`config.mk`:
```
export PLATFORM = sky130hd
export DESIGN_NAME = truth_table_sweeper
export DESIGN_NICKNAME = d
export VERILOG_FILES = /design/src/rtl/truth_table_sweeper.sv
export SDC_FILE = /design/constraint.sdc
export NUM_CORES = 1
export LEC_CHECK = 0
export BUFFER_PORTS_ARGS = -buffer_cell sky130_fd_sc_hd__clkbuf_2
export CAP_MARGIN = 25
export CELL_PAD_IN_SITES_DETAIL_PLACEMENT = 0
export CELL_PAD_IN_SITES_GLOBAL_PLACEMENT = 2
export CORE_ASPECT_RATIO = 1.25
export CORE_MARGIN = 2
export CORE_UTILIZATION = 32
export CTS_CLUSTER_DIAMETER = 120
export DETAILED_ROUTE_END_ITERATION = 6
export PLACE_DENSITY = 0.79
export SYNTH_ARGS = -nofsm -noshare
export SYNTH_HDL_FRONTEND = slang
export SYNTH_SLANG_ARGS = --single-unit
```
`constraint.sdc`:
```
create_clock -name clk -period 2.85 [get_ports clk]
set_clock_uncertainty 0.15 [all_clocks]
set_input_delay 0.4275 -clock clk [delete_from_list [all_inputs] [get_ports clk]]
set_output_delay 0.4275 -clock clk [all_outputs]
set_load 0.1 [all_outputs]
```
`src/rtl/truth_table_sweeper.sv`:
```
// Sweeps all 16 minterms of a 4-input function block, holding each vector for
// SETTLE cycles before sampling F, and scores the captured table against EXPECTED.
module truth_table_sweeper #(
    parameter int unsigned SETTLE   = 2,
    parameter logic [15:0] EXPECTED = 16'hAAF8,
    parameter bit          GRAY     = 1'b0
) (
    input  logic        clk,
    input  logic        rst,
    input  logic        start,
    input  logic        F_in,
    output logic        A,
    output logic        B,
    output logic        C,
    output logic        D,
    output logic        busy,
    output logic        done,
    output logic        pass,
    output logic [15:0] captured,
    output logic [4:0]  mismatch_cnt,
    output logic [3:0]  first_fail,
    output logic        fail_valid
);

    // A settle time of 0 would never let the vector reach the block, so it is promoted to 1.
    localparam int unsigned SETTLE_EFF = (SETTLE == 0) ? 1 : SETTLE;
    localparam logic [3:0]  WLOAD      = 4'(SETTLE_EFF - 1);

    typedef enum logic [1:0] {
        S_IDLE = 2'd0,
        S_RUN  = 2'd1,
        S_DONE = 2'd2
    } state_t;

    state_t      state_q, state_d;
    logic [3:0]  cnt_q, cnt_d;
    logic [3:0]  wcnt_q, wcnt_d;
    logic [3:0]  abcd_q, abcd_d;
    logic        busy_q, busy_d;
    logic        done_q, done_d;
    logic        pass_q, pass_d;
    logic [15:0] captured_q, captured_d;
    logic [4:0]  mismatch_q, mismatch_d;
    logic [3:0]  first_fail_q, first_fail_d;
    logic        fail_valid_q, fail_valid_d;

    logic [3:0]  m_cur;
    logic        miss;
    logic [4:0]  mismatch_next;

    function automatic logic [3:0] minterm(input logic [3:0] pos);
        return GRAY ? (pos ^ (pos >> 1)) : pos;
    endfunction

    assign m_cur         = minterm(cnt_q);
    assign miss          = (F_in != EXPECTED[m_cur]);
    assign mismatch_next = mismatch_q + {4'd0, miss};

    always_comb begin
        state_d      = state_q;
        cnt_d        = cnt_q;
        wcnt_d       = wcnt_q;
        abcd_d       = abcd_q;
        busy_d       = busy_q;
        done_d       = done_q;
        pass_d       = pass_q;
        captured_d   = captured_q;
        mismatch_d   = mismatch_q;
        first_fail_d = first_fail_q;
        fail_valid_d = fail_valid_q;

        case (state_q)
            S_IDLE, S_DONE: begin
                if (start) begin
                    state_d      = S_RUN;
                    busy_d       = 1'b1;
                    done_d       = 1'b0;
                    pass_d       = 1'b0;
                    captured_d   = 16'd0;
                    mismatch_d   = 5'd0;
                    first_fail_d = 4'd0;
                    fail_valid_d = 1'b0;
                    cnt_d        = 4'd0;
                    abcd_d       = minterm(4'd0);
                    wcnt_d       = WLOAD;
                end
            end
            S_RUN: begin
                if (wcnt_q != 4'd0) begin
                    wcnt_d = wcnt_q - 4'd1;
                end else begin
                    captured_d[m_cur] = F_in;
                    mismatch_d        = mismatch_next;
                    if (miss && !fail_valid_q) begin
                        first_fail_d = m_cur;
                        fail_valid_d = 1'b1;
                    end
                    if (cnt_q == 4'd15) begin
                        state_d = S_DONE;
                        busy_d  = 1'b0;
                        done_d  = 1'b1;
                        pass_d  = (mismatch_next == 5'd0);
                        abcd_d  = 4'd0;
                    end else begin
                        cnt_d  = cnt_q + 4'd1;
                        abcd_d = minterm(cnt_q + 4'd1);
                        wcnt_d = WLOAD;
                    end
                end
            end
            default: state_d = S_IDLE;
        endcase
    end

    always_ff @(posedge clk) begin
        if (rst) begin
            state_q      <= S_IDLE;
            cnt_q        <= 4'd0;
            wcnt_q       <= 4'd0;
            abcd_q       <= 4'd0;
            busy_q       <= 1'b0;
            done_q       <= 1'b0;
            pass_q       <= 1'b0;
            captured_q   <= 16'd0;
            mismatch_q   <= 5'd0;
            first_fail_q <= 4'd0;
            fail_valid_q <= 1'b0;
        end else begin
            state_q      <= state_d;
            cnt_q        <= cnt_d;
            wcnt_q       <= wcnt_d;
            abcd_q       <= abcd_d;
            busy_q       <= busy_d;
            done_q       <= done_d;
            pass_q       <= pass_d;
            captured_q   <= captured_d;
            mismatch_q   <= mismatch_d;
            first_fail_q <= first_fail_d;
            fail_valid_q <= fail_valid_d;
        end
    end

    assign {A, B, C, D}  = abcd_q;
    assign busy          = busy_q;
    assign done          = done_q;
    assign pass          = pass_q;
    assign captured      = captured_q;
    assign mismatch_cnt  = mismatch_q;
    assign first_fail    = first_fail_q;
    assign fail_valid    = fail_valid_q;

endmodule

```
==> run_results.csv <==
group,metric,value,unit
status,status,"complete, no violations",
logic_synthesis,synth_xor_area_frac,0.0251,
logic_synthesis,ys_async_sr_fraction,0,
global_route,grt_pass1_wl,8730,um
detailed_routing,drtAntennaViolNets,0,
cts,clk_latency,300,ps
detailed_routing,vias,1886,
detailed_routing,routed_via_density,5.14,
cts,cts_sinks,44,
timing,setup_viol,0,
critical_path,reg2reg_from,"cnt_q[1]",
die,initial_core_util,0.335,
cells_and_area,layout_common_cells,"a21oi_1, dfxtp_1, clkbuf_2",
detailed_routing,drc,0,
die,fp.dieH,94.4,um
pwr,irDropWorstVdd,0.232,mV
logic_synthesis,synth.distinct_cells,42,
logic_synthesis,synth_mux_area_frac,0.00956,
cells_and_area,final_nets,293,
logic_synthesis,yosysSeqAreaShare,0.421,
die,pin_count,37,
detailed_routing,drt_iter0_markers,63,
logic_synthesis,syn-mean-instance-area,8.21,sq um
job,drv_cap,0,
place,hpwl,3650,um
cells_and_area,syn_to_final_growth,16.5,%
critical_path,endpoint_kind,"flip-flop",
global_route,grt_pass1_vias,1718,
timing,period_share,0.804,
critical_path,worst-path-max-fanout,10,
global_route,antenna_found_initial,0,
critical_path,critPathArrivalTime,2340,ps
place,io_buffers,36,
cts,htree_levels,2,
die,core,6250,sq um
timing,post-route-min-period,2290,ps
logic_synthesis,netlist_instances,255,
detailed_routing,wl,5380,um
cts,holdBufCountCts,0,
logic_synthesis,ys_ff_latch,44,
detailed_routing,dr.pass1.iters,4,
critical_path,worstRegToRegCells,6,
timing,slew_headroom,0.566,
hold_path,min_to,"state_q[1]",
timing,rsz0062_at_grt,"no",
cts,cts_tree,"yes",
logic_synthesis,ys_warn_count,0,
critical_path,critPathLaunchType,"flip-flop",
timing,setup_tns,0,ps
die,dieArea,7210,sq um
die,rows,32,
cells_and_area,utilization,0.390,
cells_and_area,antenna_cells,0,
logic_synthesis,synth_edf_count,0,
timing,slew_violations,0,
logic_synthesis,syn_nets,267,
timing,fmax,436,MHz
pwr,p_leak,0.000955,uW
place,gp_congestion,0.848,
logic_synthesis,syn_area,2090,sq um
cts,root_buffer,"clkbuf_8",
global_route,grt_max_degree,31,
logic_synthesis,synthAdderAreaFrac,0.0478,
global_route,track_usage,0.151,
critical_path,reg2reg_slack,560,ps
hold_path,worstHoldPathCells,3,
cells_and_area,drive_gt1_frac,0.202,
cts,cts_setup_buffers,0,
cts,cts_buffers,5,
pwr,p_per_area,553,nW/um^2
hold_path,holdCritStartpoint,"start",
logic_synthesis,synth-simple-area-share,0.224,
critical_path,worstPathRequired,2900,ps
logic_synthesis,synth-compound-area-share,0.214,
cts,path_clk_slew,90,ps
timing,finalHoldViolCount,0,
logic_synthesis,synth_top_family_by_area,"simple AND/OR/NAND/NOR gates",
logic_synthesis,synth_ff_type,"dfxtp_1",
critical_path,setup.worst_path.class,"reg -> reg",
die,die_x,76.3,um
global_route,grt-ovfl-total,0,
hold_path,hold_class,"in -> reg",
cts,ctsResizeCount,0,
detailed_routing,wl_per_cell,14.6,um
cts,cts.path.max_buffers,2,
timing,worst_slew_pin_slew,650,ps
[kinds of logic after synthesis]
group           Yosys count
buf+inv                  29
simple gates             85
compound gates           81
mux                       2
fa+ha+maj                 8
xor+xnor                  6
flops                    44
[worst max-delay path by stage]
stage                     slack [ps]       startpoint  cells past startpoint              end
after global routing             400         cnt_q[1]                      6             pass
final                            560         cnt_q[1]                      6        flip-flop
after detailed placement         550         cnt_q[1]                      6        flip-flop
after CTS                        540         cnt_q[1]                      6        flip-flop
after floorplan                  570  mismatch_cnt[0]                      6  mismatch_cnt[4]
after global placement           640         cnt_q[1]                      6        flip-flop
[layer usage]
layer | track usage | part of all wire
met1 | 0.191 | 0.45
met4 | 0.0364 | 0.0071
met2 | 0.261 | 0.49
met5 | 0 | 0
met3 | 0.0373 | 0.055
[Yosys cell counts, types with 2 or more instances]
library cell	instances	area (sq um)
a21oi_1	44	220
dfxtp_1	44	881
o21ai_0	20	100
nand4_1	19	119
nor2_1	17	63.8
clkbuf_1	13	48.8
nand2_1	11	41.3
nand3_1	10	50.1
buf_2	8	40.0
ha_1	8	100
nor2b_1	6	37.5
nor3_1	6	30.0
inv_1	5	18.8
a22oi_1	4	30.0
and3_1	3	18.8
xnor2_1	3	26.3
xor2_1	3	26.3
a211oi_1	2	15.0
mux2i_1	2	20.0
nand2b_1	2	12.5
nand3b_1	2	15.0
o21ai_1	2	10.0
or3_1	2	12.5
[critical path, stage by stage (launching register included)]
cell,delay (ps)
dfxtp_1,460
ha_1,430
and3_1,290
nor3_2,80
a221o_1,330
a211o_1,270
a21o_1,170
[per-stage QoR]
step / total power (uW) / worst slack [ps] / hold slack, ps / instances / area (sq um)
final: 1350 / 558 / 266 / 367 / 2440
after global routing: 1420 / 402 / 277 / 367 / 2440
after global placement: 880 / 644 / 296 / 359 / 2330
after detailed placement: 880 / 546 / 296 / 359 / 2330
after CTS: 1370 / 542 / 260 / 367 / 2440
after floorplan: 824 / 573 / 331 / 255 / 2090
[sequential cells by signal, indices dropped and copies added, names as in the netlist, named ones only]
register,flops
done,1
state_q,2
busy,1
abcd_q,4
first_fail,4
mismatch_cnt,5
captured,16
cnt_q,4
fail_valid,1
pass,1
wcnt_q,4
[power by group]
group / switching, uW / internal, uW / total [uW]
sequential: 13.8 / 628 / 642
clock: 225 / 260 / 485
combinational: 159 / 62.7 / 222
[area by class of cell]
cell class,instances,area (sq um)
clock inverters,3,42.5
flip-flops and latches,44,881
repair buffers,43,233
well taps,85,106
multi-input cells,182,1090
fillers,687,3810
inverters,5,18.8
clock buffers,5,68.8
Power figures use the tool's default switching activity.
